$ cat config.mk
export PLATFORM = sky130hd
export DESIGN_NAME = mole_gen
export DESIGN_NICKNAME = d
export VERILOG_FILES = /design/src/rtl/mole_gen.sv
export SDC_FILE = /design/constraint.sdc
export NUM_CORES = 1
export LEC_CHECK = 0
export ABC_CLOCK_PERIOD_IN_PS = 3700
export BUFFER_PORTS_ARGS = -buffer_cell sky130_fd_sc_hd__buf_2
export CELL_PAD_IN_SITES_DETAIL_PLACEMENT = 2
export CELL_PAD_IN_SITES_GLOBAL_PLACEMENT = 2
export CORE_UTILIZATION = 41
export CTS_BUF_LIST = sky130_fd_sc_hd__clkbuf_2 sky130_fd_sc_hd__clkbuf_4 sky130_fd_sc_hd__clkbuf_8
export DETAILED_ROUTE_END_ITERATION = 16
export PLACE_DENSITY_LB_ADDON = 0.15
export SLEW_MARGIN = 20
export SYNTH_ARGS = -nofsm -noshare
export SYNTH_HDL_FRONTEND = slang
export SYNTH_SLANG_ARGS = --single-unit
export TNS_END_PERCENT = 20
$ cat constraint.sdc
create_clock -name clk -period 3.7 [get_ports clk]
set_input_delay 0.185 -clock clk [delete_from_list [all_inputs] [get_ports clk]]
set_output_delay 0.185 -clock clk [all_outputs]
set_load 0.05 [all_outputs]
$ cat src/rtl/mole_gen.sv
// Whack-a-mole source: rolls the lit hole, runs the game clock,
// and drives the seq/stop pair consumed by the scorer.
module mole_gen #(
    parameter int unsigned CLK_DIV       = 12500000,
    parameter int unsigned TICKS_PER_SEC = 4,
    parameter int unsigned HOLD_TICKS    = 3,
    parameter int unsigned GAME_SECS     = 60,
    parameter logic [7:0]  LFSR_SEED     = 8'hA5
) (
    input  logic       clk,
    input  logic       clr,
    input  logic       start,
    input  logic [1:0] button,
    output logic [1:0] seq,
    output logic       stop,
    output logic [3:0] led,
    output logic [6:0] disp_ts,
    output logic [6:0] disp_tg
);

    localparam int PW = (CLK_DIV > 1) ? $clog2(CLK_DIV) : 1;
    localparam int TW = (TICKS_PER_SEC > 1) ? $clog2(TICKS_PER_SEC) : 1;
    localparam int HW = (HOLD_TICKS > 1) ? $clog2(HOLD_TICKS) : 1;
    localparam logic [3:0] G_TENS = 4'(GAME_SECS / 10);
    localparam logic [3:0] G_ONES = 4'(GAME_SECS % 10);

    typedef enum logic [1:0] {IDLE, RUN, OVER} state_t;

    function automatic logic [6:0] seg7(input logic [3:0] d);
        case (d)
            4'd0:    return 7'b1000000;
            4'd1:    return 7'b1111001;
            4'd2:    return 7'b0100100;
            4'd3:    return 7'b0110000;
            4'd4:    return 7'b0011001;
            4'd5:    return 7'b0010010;
            4'd6:    return 7'b0000010;
            4'd7:    return 7'b1111000;
            4'd8:    return 7'b0000000;
            4'd9:    return 7'b0010000;
            default: return 7'b1111111;
        endcase
    endfunction

    state_t      state;
    logic        start_s1, start_s2, start_d;
    logic [1:0]  btn_s1, btn_s2;
    logic        match_d;
    logic [7:0]  lfsr;
    logic [3:0]  tens, ones;
    logic [PW-1:0] pre;
    logic [TW-1:0] tcnt;
    logic [HW-1:0] hold;

    logic        start_edge, match, hit, tick, sec, expire, advance;
    logic [7:0]  lfsr_next;
    logic [1:0]  cand, seq_next;
    logic [3:0]  tens_dec, ones_dec;
    logic        time_zero;

    assign start_edge = start_s2 & ~start_d;
    assign match      = (btn_s2 == seq);
    assign hit        = match & ~match_d & (state == RUN);
    assign tick       = (state == RUN) && (pre == PW'(CLK_DIV - 1));
    assign sec        = tick && (tcnt == TW'(TICKS_PER_SEC - 1));
    assign expire     = tick && (hold == HW'(HOLD_TICKS - 1));
    assign advance    = hit | expire;

    // Next hole must differ from the current one so a held press scores once.
    assign lfsr_next = {lfsr[6:0], lfsr[7] ^ lfsr[5] ^ lfsr[4] ^ lfsr[3]};
    assign cand      = lfsr_next[1:0];
    assign seq_next  = (cand == seq) ? seq + 2'd1 : cand;

    always_comb begin
        tens_dec = tens;
        ones_dec = ones - 4'd1;
        if (ones == 4'd0) begin
            tens_dec = tens - 4'd1;
            ones_dec = 4'd9;
        end
    end

    assign time_zero = (tens_dec == 4'd0) && (ones_dec == 4'd0);

    always_ff @(posedge clk or negedge clr) begin
        if (!clr) begin
            state    <= IDLE;
            seq      <= 2'd0;
            stop     <= 1'b1;
            led      <= 4'b0000;
            tens     <= G_TENS;
            ones     <= G_ONES;
            lfsr     <= LFSR_SEED;
            pre      <= '0;
            tcnt     <= '0;
            hold     <= '0;
            start_s1 <= 1'b0;
            start_s2 <= 1'b0;
            start_d  <= 1'b0;
            btn_s1   <= 2'd0;
            btn_s2   <= 2'd0;
            match_d  <= 1'b0;
            disp_ts  <= seg7(G_TENS);
            disp_tg  <= seg7(G_ONES);
        end else begin
            start_s1 <= start;
            start_s2 <= start_s1;
            start_d  <= start_s2;
            btn_s1   <= button;
            btn_s2   <= btn_s1;
            match_d  <= match;
            disp_ts  <= seg7(tens);
            disp_tg  <= seg7(ones);
            unique case (state)
                IDLE, OVER: begin
                    if (start_edge) begin
                        state <= RUN;
                        stop  <= 1'b0;
                        tens  <= G_TENS;
                        ones  <= G_ONES;
                        pre   <= '0;
                        tcnt  <= '0;
                        hold  <= '0;
                        lfsr  <= lfsr_next;
                        seq   <= seq_next;
                        led   <= 4'b0001 << seq_next;
                    end
                end
                RUN: begin
                    pre <= tick ? '0 : pre + 1'b1;
                    if (tick)
                        tcnt <= sec ? '0 : tcnt + 1'b1;
                    if (sec) begin
                        tens <= tens_dec;
                        ones <= ones_dec;
                    end
                    // Game end outranks any same-cycle mole advance.
                    if (sec && time_zero) begin
                        state <= OVER;
                        stop  <= 1'b1;
                        led   <= 4'b1111;
                    end else if (advance) begin
                        hold <= '0;
                        lfsr <= lfsr_next;
                        seq  <= seq_next;
                        led  <= 4'b0001 << seq_next;
                    end else if (tick) begin
                        hold <= hold + 1'b1;
                    end
                end
                default: state <= IDLE;
            endcase
        end
    end

endmodule

### After elaboration in Yosys (flattened, before gate mapping)

Memories as Yosys holds them, arrays and structs flattened. A register that Yosys moved wholly into a read port is not among the register bits.
Index checks and enable logic that the tools add are counted.

| storage, ports and cells | value |
|---|---|
| register bits after elaboration | 61 |
| bits in latches | 0 |
| RAM bits | 0 |
| ROM bits | 224 |
| input port bits | 5 |
| output and inout port bits | 21 |
| logic and storage cells | 108 |
| memories | 2 |

Memories:

| memory | words | width | rd ports | clocked after Yosys merged registers in | write ports | RTL line | text |
|---|---|---|---|---|---|---|---|
| (no name shown) | 16 | 7 | 1 | 1 | 0 | 30 | `case (d)` |
| (no name shown) | 16 | 7 | 1 | 1 | 0 | 30 |  |

| operators by class | value |
|---|---|
| add/sub/neg operators | 6 |
| $mul | 0 |
| div/mod/pow operators | 0 |
| magnitude comparators | 0 |
| equal/unequal tests | 15 |
| shift operators | 1 |
| multiplexer cells | 38 |
| bitwise gates (word level) | 9 |
| reduce and logical (&&, ||, !) cells | 21 |

Operators with widths:

| operator | number |
|---|---|
| $mux W24 | 2 |
| $pmux W24 S2 | 1 |
| $mux W4 | 9 |
| $add A24 B1 Y24 const B | 1 |
| $eq A24 B24 Y1 const B | 1 |
| $mux W2 | 12 |
| $mux W8 | 3 |
| $pmux W4 S2 | 3 |
| $pmux W2 S2 | 4 |
| $pmux W8 S2 | 1 |
| $logic_not A4 Y1 | 3 |
| $reduce_and A3 Y1 | 4 |
| $ne A2 B2 Y1 const B | 5 |
| $reduce_and A4 Y1 | 2 |
| $sub A4 B1 Y4 const B | 2 |
| $add A2 B1 Y2 const B | 3 |
| $eq A2 B2 Y1 const B | 3 |
| $logic_and A1 B1 Y1 | 5 |
| $eq A2 B2 Y1 | 2 |
| $reduce_and A2 Y1 | 2 |
| $shl A1 B2 Y4 const A | 1 |
| $and A1 B1 Y1 | 3 |
| $ne A3 B2 Y1 const B | 1 |
| $ne A3 B3 Y1 const B | 1 |
| other kinds (11) | 16 |

### Depth between registers and ports, before layout

Gate-level depths: netlist of run 1.

| depth | value |
|---|---|
| word-level depth | 9 |
| gate-level depth with buffers | 11 |
| gate-level depth less buffers | 8 |

### Worst setup path after synthesis of run 1

Ideal clock, no wire load.

| timing | value |
|---|---|
| kind | reg2reg |
| from | register ones[1] |
| to | register lfsr[4] |
| arrival time | 2774 ps |
| required time | 3575 ps |
| path slack | 801 ps |
| cell stages (with the launch flop) | 12 |
| path buffers | 3 |
| clock period less this slack | 2899 ps |
| path through | dfrtp_1 > inv_1 > ha_1 > ha_1 > or4b_2 > mux2i_1 > and4b_2 > buf_2 > or3_1 > buf_6 > buf_12 > mux2_4 |

| between the ends | value |
|---|---|
| cells in the longest elaborated chain, start to end | 7 |

Ends and longest elaborated chain:

| what | RTL line | text |
|---|---|---|
| from (decl) | 50 | `logic [3:0] tens, ones;` |
| from (signal assigned) | 135 | `ones <= ones_dec;` |
| $sub A4 B1 Y4 / $logic_not A4 Y1 (equally long branches) | 76, 77 |  |
| $mux W4 | 77 | `if (ones == 4'd0) begin` |
| $logic_not A4 Y1 | 83 | `assign time_zero = (tens_dec == 4'd0) && (ones_dec == 4'd0);` |
| $logic_and A1 B1 Y1 * | 83 |  |
| $logic_and A1 B1 Y1 * | 138 | `if (sec && time_zero) begin` |
| $ne A2 B2 Y1 (no line) * | -- |  |
| $reduce_and A4 Y1 (no line) * | -- |  |
| to (signal assigned) | 124 | `lfsr <= lfsr_next;` |
| to (signal assigned) | 144 | `lfsr <= lfsr_next;` |
| to (decl) | 49 | `logic [7:0] lfsr;` |

Every way passes the cells marked *; elsewhere a longest branch is shown, timed or not.
A chain may end at the register's enable or synchronous reset.

### Worst setup path in the final report of run 1

| timing | value |
|---|---|
| from | register ones[1] |
| to | register lfsr[3] |

The elaborated chain is that of the path after synthesis.

==> results of run 1 <==
worst max-delay path, cell delays in order, from the launching register on:
cell and delay [ps]:
dfrtp_1 450, inv_1 160, ha_1 280, ha_1 310
or4b_2 580, mux2i_1 210, and4b_2 360, or3_1 420
mux2_2 400
cell usage after synthesis, types with 4 or more instances:
cell / number / area [um2]
dfrtp_1: 66 / 1650
nand2_1: 28 / 105
a21oi_1: 26 / 130
nor2_1: 22 / 82.6
o21ai_0: 20 / 100
inv_1: 17 / 63.8
clkbuf_1: 16 / 60.1
nand3_1: 15 / 75.1
ha_1: 14 / 175
a21o_1: 11 / 82.6
dfstp_2: 9 / 236
nand4_1: 9 / 56.3
and2_1: 8 / 50.1
mux2i_1: 8 / 80.1
nor3_1: 8 / 40.0
xnor2_1: 8 / 70.1
a31oi_1: 7 / 43.8
mux2_2: 7 / 78.8
o31ai_1: 6 / 45.0
xor2_1: 6 / 52.6
and3_1: 4 / 25.0
and4_1: 4 / 35.0
mux2_4: 4 / 60.1
nand2b_1: 4 / 25.0
nor4_1: 4 / 25.0
o21bai_1: 4 / 30.0
o22a_2: 4 / 40.0
state kept, by name, indices dropped and copies added, names as in the netlist, 4 cells and up:
register	cells
pre	24
lfsr	8
disp_tg	7
disp_ts	7
led	4
ones	4
tens	4
kinds of logic after synthesis:
family / Yosys count / synth area share (%)
adders and majority gates: 14 / 4.48
AOI/OAI and AO/OA: 97 / 16.0
muxes: 19 / 5.60
xor gates and xnor gates: 14 / 3.14
DFF: 75 / 48.3
buffers and inverters: 37 / 4.19
and+or+nand+nor: 128 / 18.3
routing by layer:
layer  wire [um]  track usage (%)  up-vias
li1            -                -     1420
met1        4610             27.4     1564
met2        4770             37.2       33
met3         193             3.58       10
met4         140             7.81        0
met5           0                0        -
worst max path at each step:
stage	to	slack, ps	cells after the start	startpoint
finish	lfsr[3]$_DFFE_PN0P_	430	8	ones[1]$_DFFE_PN0P_
global route	seq[1]$_DFFE_PN0P_	190	9	ones[0]$_DFFE_PN0P_
CTS	lfsr[3]$_DFFE_PN0P_	430	8	ones[1]$_DFFE_PN0P_
detailed placement	lfsr[3]$_DFFE_PN0P_	430	8	ones[0]$_DFFE_PN0P_
global placement	lfsr[1]$_DFFE_PN0P_	550	8	ones[1]$_DFFE_PN0P_
floorplan	lfsr[4]$_DFFE_PN0P_	800	11	ones[1]$_DFFE_PN0P_
layout make-up:
type                       instances  area (um2)
clock inverter                     4        72.6
fill                            1002        4840
inverter                          17        63.8
clock buffer                      12         159
sequential                        75        1890
multi-input combinational        272        1860
tap                              129         161
timing repair buffer              33         195
timing repair:
| item | CTS | global route |
|---|---|---|
| hold buffers | 3 | 0 |
| endpoints found under the hold margin | 3 | 0 |
| resized for setup | 0 | 0 |
cell usage in the layout (no fill, tap or decap), types with 3 or more instances in the layout:
cell	netlist	routed
a21oi_1	26	26
o31ai_1	6	6
and2_1	8	8
mux2_2	7	7
mux2_4	4	4
clkbuf_8	0	11
dfstp_2	9	9
a31oi_1	7	7
o21bai_1	4	4
o211ai_1	3	3
mux2i_1	8	8
nor3_1	8	8
o22a_2	4	4
nand2b_1	4	4
and3_1	4	4
inv_1	17	17
o21ai_0	20	20
xor2_1	6	6
dfrtp_1	66	66
nor4_1	4	4
nor2_1	22	22
nand2_1	28	28
dlygate4sd3_1	0	3
ha_1	14	14
and4_1	4	4
a21o_1	11	11
or3_1	3	3
xnor2_1	8	8
buf_4	0	6
buf_2	1	24
nand3_1	15	15
nand4_1	9	9
power by group through the flow:
stage	Sequential [mW]	Clock, mW	Combinational (mW)
floorplan	1.14	0	0.313
global placement	0.999	0	0.580
detailed placement	1.01	0	0.604
CTS	0.995	0.760	0.609
global route	1.01	0.792	0.654
finish	0.993	0.737	0.600
stage by stage:
| stage | std cells | worst slack (ps) | power [mW] | utilization, % | cell area (um2) |
|---|---|---|---|---|---|
| after CTS | 542 | 432 | 2.36 | 47.6 | 4400 |
| final | 542 | 430 | 2.33 | 47.6 | 4400 |
| after floorplan | 384 | 801 | 1.45 | - | 3910 |
| after global routing | 542 | 195 | 2.46 | 47.6 | 4400 |
| after global placement | 523 | 546 | 1.58 | 44.8 | 4140 |
| after detailed placement | 523 | 428 | 1.61 | 44.8 | 4140 |
==> out/metrics.cfg, run 1 <==
[finish]
nets=427
antenna_cells=0
syn2layout_area_growth_pct=12.5
drive_above_1_share_pct=20.6

[setup_path]
r2r_slack_ps=430
rr_worst_depth=8
endpoint_kind=register
r2r_end=lfsr[3]$_DFFE_PN0P_
critPathMaxFanout=9
critical_path_class=reg -> reg
arrival_ps=3520
cp-start-kind=register
r2r-start=ones[1]$_DFFE_PN0P_
required_ps=3950

[timing]
rsz0062_at_grt=false
hold_ws_ps=-22.3
slew_violations=0
hold_violations=20
fmax_mhz=306
setup_viol=0
fin_tns_setup_ps=0
fin_crit_ps=3270
relSlewSlack_pct=26.3
clock-skew-final_ps=13.3
tightestPinTransition_ps=1100
timing.final.crit_share_pct=88.4

[global_route]
grt_max_degree=76
grt_overflow=0
antenna_found_initial=0
grt_pass1_wl_mm=16.7
grt_pass1_vias=3331
grt_use_total_pct=21.6

[synth]
yosysWarnings=0
synth_area_um2=3910
synth_nets=403
syn_inst=384
synth.avg_cell_area_um2=10.2
synthArstFlopShare_pct=100
synth_ff_type=dfrtp_1
ys_types=57
seq_area_frac_synth_pct=48.3
synth_edf_count=0
ys_ff_latch=75

[drt]
ant_nets=0
drt-wirelength-per-cell_um=17.9
drc=0
dr.pass1.iters=4
vias=3027
totalWireLength_mm=9.71
via_per_inst=5.58
drt_iter0_markers=94

[hold_path]
min_path_type=in -> async

[power_and_ir_drop]
intPower_mw=1.53
cellPowerDensity_nw_per_um2=530
switchingPower_mw=0.803
p_sw_share_pct=34.5
clkPwrFrac_pct=31.6
p_seq_share_pct=42.6
power_leakage_nw=2.07
irDropWorstVdd_mv=0.263
combPwrFrac_pct=25.8

[cts]
cts_buffer_depth=2
postCtsSetupRepairBufs=0
clock_latency_ps=360
htree_levels=3
cts_root_buf=clkbuf_8
cts_tree=yes
numCtsBuffers=9
cts.sinks=75
clkSlewWorstSetupHoldPaths_ps=80

[die]
fp.coreArea_um2=9240
initial_core_util_pct=42.3
rows=35
ios=26
die_y_um=99.6
die_w_um=99.6
die_area_um2=9930

[place]
gp_congestion=0.719
dp_hpwl_mm=6.51
io_buffers=25

[job]
max_cap_viol_count=0

[run_status]
violations=hold timing
status=finished with violations

(Power assumes the default switching activity.)
==> run 2: changes to the inputs <==
PLACE_DENSITY_LB_ADDON = 0.1   (was 0.15)
==> out/metrics.cfg, run 2 (synthesized netlist as in run 1, its figures left out) <==
[power_and_ir_drop]
cellPowerDensity_nw_per_um2=539  ; +1.8%
irDropWorstVdd_mv=0.306  ; +17%
power_leakage_nw=2.07  ; about the same
finalPower_mw=2.38  ; +2.3%

[timing]
fin_crit_ps=3340  ; +64.9 ps
relSlewSlack_pct=36.4  ; +10 points
clock-skew-final_ps=9.70  ; -3.56 ps
worst_slack_ps=365  ; -64.9 ps
timing.final.crit_share_pct=90.1  ; +1.8 points
slew_violations=0  ; unchanged
hold_ws_ps=-40.7  ; -18.4 ps
fmax_mhz=300  ; -1.9%
setup_viol=0  ; unchanged
fin_tns_setup_ps=0  ; unchanged
tightestPinTransition_ps=953  ; -142 ps
rsz0062_at_grt=false
hold_violations=23  ; +15%

[place]
dp_hpwl_mm=6.70  ; +2.9%
gp_congestion=0.737  ; +2.5%
numPlacedInstances=523  ; unchanged
dp_slack_ps=377  ; -50.8 ps
dpl-instance-area_um2=4140  ; unchanged
io_buffers=25  ; unchanged

[finish]
reg.largest.list=pre (24), lfsr (8)
regMostFlops=pre
fill_cells=982  ; -2.0%
instances_no_fill=542  ; unchanged
multi_input_area_um2=1860  ; +0.34%
final_common_cell=dfrtp_1
finish.utilization_pct=47.8  ; +0.23 points
syn2layout_area_growth_pct=13.0
final_cell_mix=dfrtp_1 (66), nand2_1 (28), a21oi_1 (26), buf_2 (24), nor2_1 (22)
antenna_cells=0  ; unchanged
regArea_um2=1890  ; unchanged
stdcell_area_um2=4420  ; +0.48%
nets=427  ; unchanged
largest_reg_flops=24  ; unchanged
drive_above_1_share_pct=20.8  ; +0.24 points

[setup_path]
endpoint_kind=register
cpMaxStageDelayCell=or4b_2
crit_path_max_incr_delay_ps=590  ; about the same
arrival_ps=3580  ; +60 ps
cpMostUsedCell=ha_1
cp-start-kind=register
r2r-start=ones[1]$_DFFE_PN0P_
rr_worst_depth=8  ; unchanged
startpoint=ones[1]$_DFFE_PN0P_
critPathMaxFanout=9  ; unchanged
required_ps=3940  ; about the same
critical_path_class=reg -> reg
crit_chain=inv_1, ha_1, ha_1, or4b_2, mux2i_1, and4b_2, or3_1, mux2_2

[die]
die_y_um=99.6  ; unchanged
rows=35  ; unchanged
initial_core_util_pct=42.3  ; unchanged
die_w_um=99.6  ; unchanged
fp.coreArea_um2=9240  ; unchanged
ios=26  ; unchanged
die_area_um2=9930  ; unchanged

[global_route]
antenna_found_initial=0  ; unchanged
grt_overflow=0  ; unchanged
grt_max_degree=76  ; unchanged
grt_pass1_wl_mm=16.8  ; +0.62%
grt_pass1_vias=3349  ; +0.54%
grt_use_total_pct=21.9  ; +0.32 points

[drt]
totalWireLength_mm=9.95  ; +2.5%
dr.pass1.iters=4  ; unchanged
ant_nets=0  ; unchanged
drc=0  ; unchanged
drt-wirelength-per-cell_um=18.4  ; +2.5%
drt_iter0_markers=55  ; -41%
via_per_inst=5.59  ; about the same
vias=3028  ; +0.033%

[cts]
clock_latency_ps=360  ; about the same
cts_buffer_depth=2  ; unchanged
htree_levels=3  ; unchanged
clkSlewWorstSetupHoldPaths_ps=90  ; about the same
postCtsSetupRepairBufs=0  ; unchanged
cts.sinks=75  ; unchanged
cts_root_buf=clkbuf_8
numCtsBuffers=9  ; unchanged
cts_tree=yes

[hold_path]
min_path_type=in -> async

[run_status]
status=finished with violations
violations=hold timing

[job]
max_cap_viol_count=0  ; unchanged

-- run 2: changes by cell type in the layout (fill, tap and decap cells not counted), sizes merged --
cell and delta:
bufinv +1, clkbuf -3, clkinv -1, clkinvlp +1
inv +2
-- run 2: layout make-up --
| class | instances | area share, % |
|---|---|---|
| Timing Repair Buffer | 33 | 4.42 |
| Tap cell | 129 | 3.65 |
| Clock buffer | 9 | 2.80 |
| Clock inverter | 7 | 2.78 |
| Sequential cell | 75 | 42.7 |
| Multi-Input combinational cell | 272 | 42.2 |
| Inverter | 17 | 1.44 |
-- run 2: per-layer routing --
| layer | vias to the layer above | global-route usage [%] | routed length, um |
|---|---|---|---|
| met5 | - | 0 | 0 |
| met4 | 0 | 8.14 | 171 |
| met3 | 15 | 3.51 | 181 |
| met2 | 35 | 37.9 | 5000 |
| met1 | 1550 | 27.6 | 4600 |
| li1 | 1428 | - | - |
-- run 2: timing repair --
item,4_1_cts,5_1_grt
hold buffers,3,0
endpoints found under the setup margin,0,0
resized for setup,0,0
endpoints found under the hold margin,3,0
-- run 2: critical path, delay by kind of cell, from the launching register on --
kind / cells / cell delay (ps)
and+or+nand+nor: 3 / 1360
adders and majority gates: 2 / 590
DFF: 1 / 460
muxes: 2 / 630
buffers and inverters: 1 / 170
-- run 2: path summary, 6_finish.rpt --
| kind | slack [ps] | endpoint |
|---|---|---|
| setup / recovery | 360 | lfsr[1]$_DFFE_PN0P_ |
| hold / removal | -40 | disp_ts[6]$_DFF_PN0_ |
| setup reg to reg | 360 | lfsr[1]$_DFFE_PN0P_ |
| hold reg to reg | 350 | btn_s2[0]$_DFF_PN0_ |
| max in group asynchronous | 3110 | pre[23]$_DFFE_PN0P_ |
| min in group clk | 350 | btn_s2[0]$_DFF_PN0_ |
-- run 2: power by group --
group          switching, mW  internal, mW  total [mW]  leakage, nW
logic                  0.403         0.197       0.600        0.985
clock network          0.338         0.453       0.790        0.116
registers             0.0868         0.907       0.993        0.967
total                  0.827          1.56        2.38         2.07
==> run 3: changes to the inputs <==
REMOVE_ABC_BUFFERS = 1   (was not set)
==> out/metrics.cfg, run 3 (synthesized netlist as in run 1, its figures left out) <==
[cts]
cts_resized=0  ; unchanged
cts_tree=yes
postCtsSetupRepairBufs=0  ; unchanged
numCtsBuffers=9  ; unchanged
clock_latency_ps=350  ; about the same
cts_buffer_depth=2  ; unchanged
cts.sinks=75  ; unchanged
htree_levels=3  ; unchanged
cts_root_buf=clkbuf_8
postCtsHoldBufs=3  ; unchanged
clkSlewWorstSetupHoldPaths_ps=80  ; about the same

[drt]
vias=3001  ; -0.89%
drt_iter0_markers=46  ; -16%
drt-wirelength-per-cell_um=18.4  ; about the same
drc=0  ; unchanged
ant_nets=0  ; unchanged
dr.pass1.iters=4  ; unchanged
via_per_inst=5.53  ; -1.1%
totalWireLength_mm=9.97  ; +0.14%

[timing]
fin_tns_setup_ps=0  ; unchanged
hold_ws_ps=-25.3  ; +15.3 ps
timing.final.crit_share_pct=91.4  ; +1.3 points
slew_violations=0  ; unchanged
setup_viol=0  ; unchanged
hold_violations=22  ; -4.3%
fmax_mhz=296  ; -1.4%
relSlewSlack_pct=32.7  ; -3.7 points
clock-skew-final_ps=10.8  ; +1.13 ps
tightestPinTransition_ps=1000  ; +46.3 ps
fin_crit_ps=3380  ; +46.9 ps
worst_slack_ps=318  ; -46.9 ps
rsz0062_at_grt=false

[setup_path]
required_ps=3970  ; +30 ps
cp-start-kind=register
cpMaxStageDelayCell=or4b_2
crit_chain=inv_1, ha_1, ha_1, or4b_2, mux2i_1, and4b_2, or3_1, buf_4, mux2i_1
startpoint=ones[1]$_DFFE_PN0P_
critPathMaxFanout=9  ; unchanged
critPathBufInv=2  ; +1
crit_path_max_incr_delay_ps=610  ; +20 ps
critical-path-top-delay-family=simple AND/OR/NAND/NOR gates
arrival_ps=3650  ; +70 ps
critical_path_class=reg -> reg
r2r-start=ones[1]$_DFFE_PN0P_
endpoint_kind=register

[global_route]
grt_pass1_wl_mm=16.9  ; +0.20%
grt_use_total_pct=21.9  ; +0.030 points
grt_overflow=0  ; unchanged
grt_pass1_vias=3367  ; +0.54%
grt_max_degree=76  ; unchanged
antenna_found_initial=0  ; unchanged

[finish]
regMostFlops=pre
fill_cells=987  ; +0.51%
stdcell_area_um2=4410  ; -0.11%
reg.largest.list=pre (24), lfsr (8)
multi_input_area_um2=1860  ; -0.34%
antenna_cells=0  ; unchanged
final_common_cell=dfrtp_1
instances_no_fill=543  ; +0.18%
syn2layout_area_growth_pct=12.9
largest_reg_flops=24  ; unchanged
drive_above_1_share_pct=20.8  ; -0.050 points
nets=428  ; +0.23%
final_cell_mix=dfrtp_1 (66), nand2_1 (28), a21oi_1 (26), buf_2 (24), nor2_1 (22)
regArea_um2=1890  ; unchanged

[place]
io_buffers=25  ; unchanged
dp_slack_ps=365  ; -12.2 ps
numPlacedInstances=524  ; +0.19%
dp_hpwl_mm=6.86  ; +2.4%
gp_congestion=0.754  ; +2.3%
dpl-instance-area_um2=4140  ; +0.18%

[die]
die_area_um2=9930  ; unchanged
die_y_um=99.6  ; unchanged
rows=35  ; unchanged
fp.coreArea_um2=9240  ; unchanged
die_w_um=99.6  ; unchanged
initial_core_util_pct=42.3  ; unchanged
ios=26  ; unchanged

[power_and_ir_drop]
power_leakage_nw=2.08  ; +0.39%
irDropWorstVdd_mv=0.228  ; -26%
cellPowerDensity_nw_per_um2=533  ; -1.1%

[run_status]
violations=hold timing
status=finished with violations

[job]
max_cap_viol_count=0  ; unchanged

[hold_path]
min_path_type=in -> async

run 3: cell types whose count changed in the layout (fill, tap and decap cells not counted), sizes merged:
cell	before	now
buf	30	31
clkinv	0	3
clkinvlp	2	1
inv	19	17
run 3: layout make-up:
class | count | share of cell area, %
clock inverter | 7 | 2.64
timing repair buffer | 34 | 4.59
inverter | 17 | 1.45
sequential | 75 | 42.8
tap | 129 | 3.66
clock buffer | 9 | 2.81
multi-input combinational | 272 | 42.1
run 3: metrics by stage:
stage | power (mW) | hold WS (ps) | util [%]
2_1_floorplan | 1.42 | -111 | -
3_3_place_gp | 1.58 | 293 | 44.8
3_5_place_dp | 1.61 | 295 | 44.8
4_1_cts | 2.38 | 11.8 | 47.8
5_1_grt | 2.47 | 53.2 | 47.8
6_report | 2.35 | -25.3 | 47.8
run 3: metal layers:
layer,track usage [%],routed length (um),vias to the layer above
li1,-,-,1427
met5,0,0,-
met4,4.52,75,0
met2,40.6,5240,27
met3,4.36,180,7
met1,26.3,4470,1540
run 3: worst paths after layout:
path | to | slack (ps) | cells after the start
worst min register to register | start_s2$_DFF_PN0_ | 350 | 0
max in group asynchronous | tcnt[1]$_DFFE_PN0P_ | 3080 | 1
min in group clk | start_s2$_DFF_PN0_ | 350 | 0
worst max-delay path | seq[1]$_DFFE_PN0P_ | 320 | 9
worst max register to register | seq[1]$_DFFE_PN0P_ | 320 | 9
worst min-delay path | disp_ts[0]$_DFF_PN0_ | -30 | 1
run 3: power by group:
group | internal [mW] | leakage (nW) | total, mW | switching (mW)
Sequential | 0.907 | 0.967 | 0.993 | 0.0861
Clock | 0.447 | 0.119 | 0.761 | 0.315
Combinational | 0.197 | 0.991 | 0.600 | 0.403
